--- src/rtl/duck_round_ctrl_pkg.sv ---
// Shared game constants: top-FSM state codes, screen limits, default duck spot.
// Also used by the position generator and the renderers.
package duck_round_ctrl_pkg;

    typedef logic [9:0] coord_t;

    localparam logic [1:0] GS_MENU = 2'b00;
    localparam logic [1:0] GS_PLAY = 2'b01;
    localparam logic [1:0] GS_OVER = 2'b10;

    localparam int SCR_X_MAX = 960;
    localparam int SCR_Y_MIN = 96;
    localparam int SCR_Y_MAX = 607;
    localparam int DEF_X     = 450;
    localparam int DEF_Y     = 352;

    // Keep v if it lies in [lo, hi], otherwise fall back to dflt.
    function automatic coord_t fit(
        input coord_t v,
        input coord_t lo,
        input coord_t hi,
        input coord_t dflt
    );
        return (v < lo || v > hi) ? dflt : v;
    endfunction

endpackage

--- src/rtl/duck_round_ctrl_if.sv ---
// Bundle between the game top FSM / position generator and the round sequencer.
// master = environment side, slave = sequencer side.
interface duck_round_ctrl_if;

    logic [1:0] state;
    logic       clicked_duck;
    logic [9:0] rnd_hor;
    logic [9:0] rnd_ver;
    logic       pos_req;
    logic [9:0] duck_x;
    logic [9:0] duck_y;
    logic       duck_visible;
    logic       duck_shot;
    logic       escaped;
    logic [7:0] score;
    logic [7:0] misses;
    logic       round_done;

    modport master (
        output state, clicked_duck, rnd_hor, rnd_ver,
        input  pos_req, duck_x, duck_y, duck_visible, duck_shot,
        input  escaped, score, misses, round_done
    );

    modport slave (
        input  state, clicked_duck, rnd_hor, rnd_ver,
        output pos_req, duck_x, duck_y, duck_visible, duck_shot,
        output escaped, score, misses, round_done
    );

endinterface

--- src/rtl/duck_round_ctrl_tick_prescaler.sv ---
// Game-time prescaler: counts 0..DIV-1 while enabled, pulses tick on DIV-1.
// A synchronous clear restarts the count (used on every owner state change).
module duck_round_ctrl_tick_prescaler #(
    parameter int DIV = 65_000_000
) (
    input  logic clk,
    input  logic rst,
    input  logic clr,
    input  logic en,
    output logic tick
);

    localparam int W = (DIV > 1) ? $clog2(DIV) : 1;
    localparam logic [W-1:0] LAST = W'(DIV - 1);

    logic [W-1:0] cnt;

    assign tick = en && (cnt == LAST);

    // Free-run while enabled, wrap on tick, restart on clear.
    always_ff @(posedge clk or posedge rst) begin
        if (rst) begin
            cnt <= '0;
        end else if (clr) begin
            cnt <= '0;
        end else if (en) begin
            cnt <= tick ? '0 : cnt + 1'b1;
        end
    end

endmodule

--- src/rtl/duck_round_ctrl.sv ---
// Round sequencer: spawn, flight, hit/escape and score bookkeeping,
// one duck at a time, for the duck-hunt gameplay layer.
module duck_round_ctrl
    import duck_round_ctrl_pkg::*;
#(
    parameter int TICK_DIV        = 65_000_000,
    parameter int DUCK_TICKS      = 6,
    parameter int HIT_TICKS       = 1,
    parameter int DUCKS_PER_ROUND = 10,
    parameter int X_MAX           = SCR_X_MAX,
    parameter int X_DEFAULT       = DEF_X,
    parameter int Y_MIN           = SCR_Y_MIN,
    parameter int Y_MAX           = SCR_Y_MAX,
    parameter int Y_DEFAULT       = DEF_Y
) (
    input logic         clk,
    input logic         rst,
    duck_round_ctrl_if.slave bus
);

    localparam logic [2:0] S_IDLE = 3'd0;
    localparam logic [2:0] S_REQ  = 3'd1;
    localparam logic [2:0] S_WAIT = 3'd2;
    localparam logic [2:0] S_ACT  = 3'd3;
    localparam logic [2:0] S_HIT  = 3'd4;
    localparam logic [2:0] S_DONE = 3'd5;

    localparam coord_t X_HI  = 10'(X_MAX);
    localparam coord_t X_DEF = 10'(X_DEFAULT);
    localparam coord_t Y_LO  = 10'(Y_MIN);
    localparam coord_t Y_HI  = 10'(Y_MAX);
    localparam coord_t Y_DEF = 10'(Y_DEFAULT);

    localparam logic [7:0] DUCK_LAST = 8'(DUCK_TICKS - 1);
    localparam logic [7:0] HIT_LAST  = 8'(HIT_TICKS - 1);
    localparam logic [7:0] ROUND_LAST = 8'(DUCKS_PER_ROUND - 1);

    logic [2:0] fsm;
    logic [2:0] nxt;
    logic       play;
    logic       tick;
    logic       moving;
    logic       timeout;
    logic       hit_end;
    logic       last;
    logic       click;
    logic       esc;
    logic [7:0] tick_cnt;
    logic [7:0] duck_cnt;
    logic [7:0] score;
    logic [7:0] misses;
    coord_t     x_q;
    coord_t     y_q;

    assign play    = (bus.state == GS_PLAY);
    assign moving  = (fsm == S_ACT) || (fsm == S_HIT);
    assign timeout = tick && (tick_cnt == DUCK_LAST);
    assign hit_end = tick && (tick_cnt == HIT_LAST);
    assign last    = (duck_cnt >= ROUND_LAST);
    // A click on the timeout cycle still counts as a hit.
    assign click   = play && (fsm == S_ACT) && bus.clicked_duck;
    assign esc     = play && (fsm == S_ACT) && !bus.clicked_duck && timeout;

    duck_round_ctrl_tick_prescaler #(
        .DIV (TICK_DIV)
    ) u_tick (
        .clk  (clk),
        .rst  (rst),
        .clr  (nxt != fsm),
        .en   (moving),
        .tick (tick)
    );

    // Next-state decode; leaving PLAY aborts to IDLE from anywhere.
    always_comb begin
        nxt = fsm;
        if (!play) begin
            nxt = S_IDLE;
        end else begin
            unique case (fsm)
                S_IDLE: nxt = S_REQ;
                S_REQ:  nxt = S_WAIT;
                S_WAIT: nxt = S_ACT;
                S_ACT: begin
                    if (click)
                        nxt = S_HIT;
                    else if (timeout)
                        nxt = last ? S_DONE : S_REQ;
                end
                S_HIT: begin
                    if (hit_end)
                        nxt = last ? S_DONE : S_REQ;
                end
                S_DONE: nxt = S_DONE;
                default: nxt = S_IDLE;
            endcase
        end
    end

    // State register.
    always_ff @(posedge clk or posedge rst) begin
        if (rst)
            fsm <= S_IDLE;
        else
            fsm <= nxt;
    end

    // Ticks spent in the current state.
    always_ff @(posedge clk or posedge rst) begin
        if (rst)
            tick_cnt <= '0;
        else if (nxt != fsm)
            tick_cnt <= '0;
        else if (tick)
            tick_cnt <= tick_cnt + 8'd1;
    end

    // Score, misses and ducks-flown bookkeeping; cleared on PLAY entry.
    always_ff @(posedge clk or posedge rst) begin
        if (rst) begin
            score    <= '0;
            misses   <= '0;
            duck_cnt <= '0;
        end else if (play) begin
            if (fsm == S_IDLE) begin
                score    <= '0;
                misses   <= '0;
                duck_cnt <= '0;
            end else if (click) begin
                if (score != 8'hFF)
                    score <= score + 8'd1;
            end else if (esc) begin
                if (misses != 8'hFF)
                    misses <= misses + 8'd1;
                duck_cnt <= duck_cnt + 8'd1;
            end else if (fsm == S_HIT && hit_end) begin
                duck_cnt <= duck_cnt + 8'd1;
            end
        end
    end

    // Capture the generator output once it has settled after pos_req.
    always_ff @(posedge clk or posedge rst) begin
        if (rst) begin
            x_q <= X_DEF;
            y_q <= Y_DEF;
        end else if (play && fsm == S_WAIT) begin
            x_q <= fit(bus.rnd_hor, 10'd0, X_HI, X_DEF);
            y_q <= fit(bus.rnd_ver, Y_LO, Y_HI, Y_DEF);
        end
    end

    assign bus.pos_req      = (fsm == S_REQ);
    assign bus.duck_x       = x_q;
    assign bus.duck_y       = y_q;
    assign bus.duck_visible = moving;
    assign bus.duck_shot    = (fsm == S_HIT);
    assign bus.escaped      = esc;
    assign bus.score        = score;
    assign bus.misses       = misses;
    assign bus.round_done   = (fsm == S_DONE);

endmodule
--- src/flat_wrapper.sv ---
// flat-port wrapper written by rule: the top's interface ports become plain ports
module duck_round_ctrl_flat import duck_round_ctrl_pkg::*;
#(
    parameter int TICK_DIV        = 65_000_000,
    parameter int DUCK_TICKS      = 6,
    parameter int HIT_TICKS       = 1,
    parameter int DUCKS_PER_ROUND = 10,
    parameter int X_MAX           = SCR_X_MAX,
    parameter int X_DEFAULT       = DEF_X,
    parameter int Y_MIN           = SCR_Y_MIN,
    parameter int Y_MAX           = SCR_Y_MAX,
    parameter int Y_DEFAULT       = DEF_Y
)
  (clk, rst, bus_state, bus_clicked_duck, bus_rnd_hor, bus_rnd_ver, bus_pos_req, bus_duck_x, bus_duck_y, bus_duck_visible, bus_duck_shot, bus_escaped, bus_score, bus_misses, bus_round_done);
  duck_round_ctrl_if bus_i ();
  input logic clk;
  input logic rst;
  input wire logic [$bits(bus_i.state)-1:0] bus_state;
  input wire logic [$bits(bus_i.clicked_duck)-1:0] bus_clicked_duck;
  input wire logic [$bits(bus_i.rnd_hor)-1:0] bus_rnd_hor;
  input wire logic [$bits(bus_i.rnd_ver)-1:0] bus_rnd_ver;
  output wire logic [$bits(bus_i.pos_req)-1:0] bus_pos_req;
  output wire logic [$bits(bus_i.duck_x)-1:0] bus_duck_x;
  output wire logic [$bits(bus_i.duck_y)-1:0] bus_duck_y;
  output wire logic [$bits(bus_i.duck_visible)-1:0] bus_duck_visible;
  output wire logic [$bits(bus_i.duck_shot)-1:0] bus_duck_shot;
  output wire logic [$bits(bus_i.escaped)-1:0] bus_escaped;
  output wire logic [$bits(bus_i.score)-1:0] bus_score;
  output wire logic [$bits(bus_i.misses)-1:0] bus_misses;
  output wire logic [$bits(bus_i.round_done)-1:0] bus_round_done;
  assign bus_i.state = bus_state;
  assign bus_i.clicked_duck = bus_clicked_duck;
  assign bus_i.rnd_hor = bus_rnd_hor;
  assign bus_i.rnd_ver = bus_rnd_ver;
  assign bus_pos_req = bus_i.pos_req;
  assign bus_duck_x = bus_i.duck_x;
  assign bus_duck_y = bus_i.duck_y;
  assign bus_duck_visible = bus_i.duck_visible;
  assign bus_duck_shot = bus_i.duck_shot;
  assign bus_escaped = bus_i.escaped;
  assign bus_score = bus_i.score;
  assign bus_misses = bus_i.misses;
  assign bus_round_done = bus_i.round_done;
  duck_round_ctrl #(.TICK_DIV(TICK_DIV), .DUCK_TICKS(DUCK_TICKS), .HIT_TICKS(HIT_TICKS), .DUCKS_PER_ROUND(DUCKS_PER_ROUND), .X_MAX(X_MAX), .X_DEFAULT(X_DEFAULT), .Y_MIN(Y_MIN), .Y_MAX(Y_MAX), .Y_DEFAULT(Y_DEFAULT)) u_core (.clk(clk), .rst(rst), .bus(bus_i));
endmodule
--- config.mk ---
export PLATFORM = sky130hd
export DESIGN_NAME = duck_round_ctrl_flat
export DESIGN_NICKNAME = d
export VERILOG_FILES = /design/src/rtl/duck_round_ctrl_pkg.sv /design/src/rtl/duck_round_ctrl_if.sv /design/src/rtl/duck_round_ctrl_tick_prescaler.sv /design/src/rtl/duck_round_ctrl.sv /design/src/flat_wrapper.sv
export SDC_FILE = /design/constraint.sdc
export NUM_CORES = 1
export LEC_CHECK = 0
export ABC_AREA = 1
export CAP_MARGIN = 20
export CORE_MARGIN = 3
export CORE_UTILIZATION = 25
export DETAILED_ROUTE_END_ITERATION = 8
export DONT_BUFFER_PORTS = 1
export PLACE_DENSITY_LB_ADDON = 0.05
export SYNTH_ARGS = -nofsm -noshare
export SYNTH_HDL_FRONTEND = slang
export SYNTH_SLANG_ARGS = --single-unit
--- constraint.sdc ---
create_clock -name clk -period 2.5 [get_ports clk]
set_input_delay 0.375 -clock clk [delete_from_list [all_inputs] [get_ports clk]]
set_output_delay 0.375 -clock clk [all_outputs]
set_load 0.02 [all_outputs]
==> results_dict.tcl <==
set metrics [dict create \
    run_status "complete, no violations" \
    clock-root-buffer "clkbuf_16" \
    drive_above_1_share_pct 14.3 \
    pwr-share-comb_pct 7.8 \
    synthTopCellsByArea "dfrtp_1 37%, nand2_1 11%, nand4_1 8.8%, nand3_1 5.2%, inv_1 5.2%" \
    hold_viol 0 \
    dr_wl_met3_um 567 \
    ant_nets 0 \
    wl_per_cell_um 15.1 \
    whs_ns 0.114 \
    dieWidth_um 148 \
    cts_sinks 81 \
    min-delay-path-class "primary input to flip-flop" \
    skew_ns 0.00991 \
    diodes 0 \
    ys_types 38 \
    cp.arrival_ns 1.99 \
    route.met2.wl_mm 6.81 \
    relSlewSlack_pct 65.2 \
    yosysSeqAreaShare_pct 40.3 \
    cts_max_level 3 \
    synth.cells.most_frequent "148 x nand2_1, 74 x dfrtp_1, 71 x nand4_1, 70 x inv_1, 62 x nor2_1" \
    syn-num-nets 690 \
    vias_per_cell 4.67 \
    hpwl_mm 10.5 \
    dp_worst_setup_slack_ns 0.148 \
    synth-seq-cells 81 \
    setup_viol 0 \
    p_seq_share_pct 48.6 \
    final_area_um2 5870 \
    cp-startpoint "u_core.u_tick.cnt[8]$_DFFE_PP0P_" \
    switchingPower_mw 0.914 \
    syn_area_per_cell_um2 7.71 \
    synth_ff_type "dfrtp_1" \
    synth_edf_count 0 \
    finalNetCount 709 \
    path_clk_slew_ns 0.07 \
    synth-async-reset-ratio_pct 100 \
    slew_violations 0 \
    power_density_nw_per_um2 542 \
    grt_pass1_wl_mm 23.3 \
    dpl-instance-area_um2 5530 \
    period_share_pct 94.8 \
    gr-total-overflow 0 \
    cts_tree "built" \
    yosysMostFrequentCell "nand2_1" \
    drt-met1-wl_mm 6.63 \
    cp.required_ns 2.12 \
    peakVddDrop_mv 0.304 \
    grt_use_total_pct 13.2 \
    core-area_um2 19700 \
    drt-initial-drc-count 212 \
    netlist.area_leader.share_pct 36.6 \
    synth_area_um2 5060 \
    hold_start "bus_rnd_hor[7]" \
    vias 4413 \
    numCtsBuffers 9 \
    timing.rr.start "u_core.u_tick.cnt[0]$_DFFE_PP0P_" \
    worst_pin_slew_ns 0.518 \
    first_global_vias 4355 \
    total_power_mw 3.18 \
    drc_errors 0 \
    std_cell_rows 51 \
    fill_cells 2193 \
    routed_wl_mm 14.2 \
    dr.pass1.iters 4 \
    crit_type "flip-flop to output port" \
    postLayoutCoreUtil_pct 29.9 \
    period_needed_ns 2.37 \
    cp_max_fo 6 \
    fp.dieH_um 148 \
    cap_viol_max_count 0 \
    synth_area_leader_cell "dfrtp_1" \
    grt_antenna_before_repair 0 \
    syn_inst 656 \
    switching_share_pct 28.7 \
    internal_power_mw 2.27 \
    grt_max_degree 42 \
    gp_congestion 0.829 \
    worstSetupEndpointType "output port" \
    setup_ws_ns 0.130 \
    syn2layout_area_growth_pct 16.1 \
    max_freq_mhz 422 \
    yosys_warnings 0 \
    p_leak_nw 2.83 \
    start_util_pct 25.7 \
    io_pins 66 \
    io_buffers 0 \
    routed.top_layer "met4" \
    pwr-share-clk_pct 43.6 \
    cts_buffer_depth 2 \
    worstSetupStartpointType "flip-flop" \
    die_area_um2 22000 \
    clk_latency_ns 0.35 \
]
## logic make-up after synthesis
| kind of cell | Yosys count | synth area share, % |
|---|---|---|
| buffers and inverters | 101 | 8.71 |
| AOI/OAI and AO/OA | 44 | 5.32 |
| adders and majority gates | 9 | 2.23 |
| xor gates and xnor gates | 36 | 6.24 |
| and+or+nand+nor | 385 | 37.2 |
| DFF | 81 | 40.3 |
## routing by layer
| metal | global-route usage [%] | up-vias |
|---|---|---|
| met5 | 0 | - |
| met4 | 4.94 | 0 |
| met3 | 3.50 | 16 |
| met2 | 21.3 | 61 |
| met1 | 17.2 | 2108 |
| li1 | - | 2228 |
## final cells by class
class | count | area (um^2) | area share, %
clock buffers | 9 | 225 | 3.84
clock inverters | 7 | 78.8 | 1.34
inverters | 74 | 279 | 4.75
multi-input cells | 474 | 2590 | 44.1
flip-flops and latches | 81 | 2040 | 34.7
well taps | 265 | 332 | 5.65
repair buffers | 35 | 332 | 5.65
## final timing paths
kind | endpoint | slack (ns) | cells past startpoint
max | bus_escaped | 0.13 | 6
min | u_core.bus.duck_x[7]$_DFFE_PP1P_ | 0.11 | 2
max reg2reg | u_core.tick_cnt[1]$_DFFE_PP0P_ | 0.25 | 14
min reg2reg | u_core.bus.duck_y[6]$_DFFE_PP1P_ | 0.52 | 2
max in group asynchronous | u_core.bus.duck_x[7]$_DFFE_PP1P_ | 1.35 | 3
min in group asynchronous | u_core.duck_cnt[4]$_DFFE_PP0P_ | 0.45 | 2
## worst max-delay path: stages, from the launching register on
cell and delay [ns]:
dfrtp_1 0.45, inv_1 0.13, nand4_1 0.17, nor4_4 0.36, nand3_2 0.17, nor3b_2 0.20, buf_4 0.17
## state kept, by name, indices dropped and copies added, names as in the netlist
register and count:
u_core.bus.duck_x 10, u_core.bus.duck_y 10, u_core.bus.misses 8, u_core.bus.score 8
u_core.duck_cnt 8, u_core.fsm 3, u_core.tick_cnt 8, u_core.u_tick.cnt 26
## power groups by stage
stage	logic [mW]	clock network, mW	registers [mW]
after global placement	0.251	0	1.57
after CTS	0.256	1.45	1.55
after global routing	0.287	1.51	1.56
after detailed placement	0.254	0	1.58
final	0.249	1.39	1.55
after floorplan	0.197	0	1.55
## through the flow
step | TNS, ns | instances
6_report | 0 | 945
5_1_grt | -0.0109 | 945
4_1_cts | 0 | 943
3_5_place_dp | 0 | 926
3_3_place_gp | 0 | 926
2_1_floorplan | 0 | 656
## what timing repair did
| action | 4_1_cts | 5_1_grt |
|---|---|---|
| pin swaps | 0 | 3 |
| endpoints found under the hold margin | 14 | 0 |
| buffers inserted | 0 | 2 |
| gates resized for setup | 2 | 2 |
| setup endpoints to repair | 1 | 1 |
| hold buffers | 1 | 0 |
## placed cells by master, fill, tap and decap left out, types with 2 or more instances in the layout
cell / n
o21a_1: 2
inv_1: 68
o21ai_0: 15
or2_2: 6
nor2_4: 2
clkinv_2: 2
buf_4: 28
o31ai_1: 2
nor3_1: 20
xor2_1: 29
dfrtp_1: 74
nand2_1: 148
buf_12: 5
nand2_4: 2
inv_2: 4
ha_1: 9
nand3_1: 53
nand2_2: 5
nor4_1: 2
nand3_2: 3
dfstp_2: 7
clkbuf_16: 9
nor2_1: 62
nor3_2: 3
nor4_4: 2
nand4_1: 71
xnor2_1: 7
a21oi_1: 14
o21ai_2: 8
clkinv_4: 4
Power figures use the tool's default switching activity.
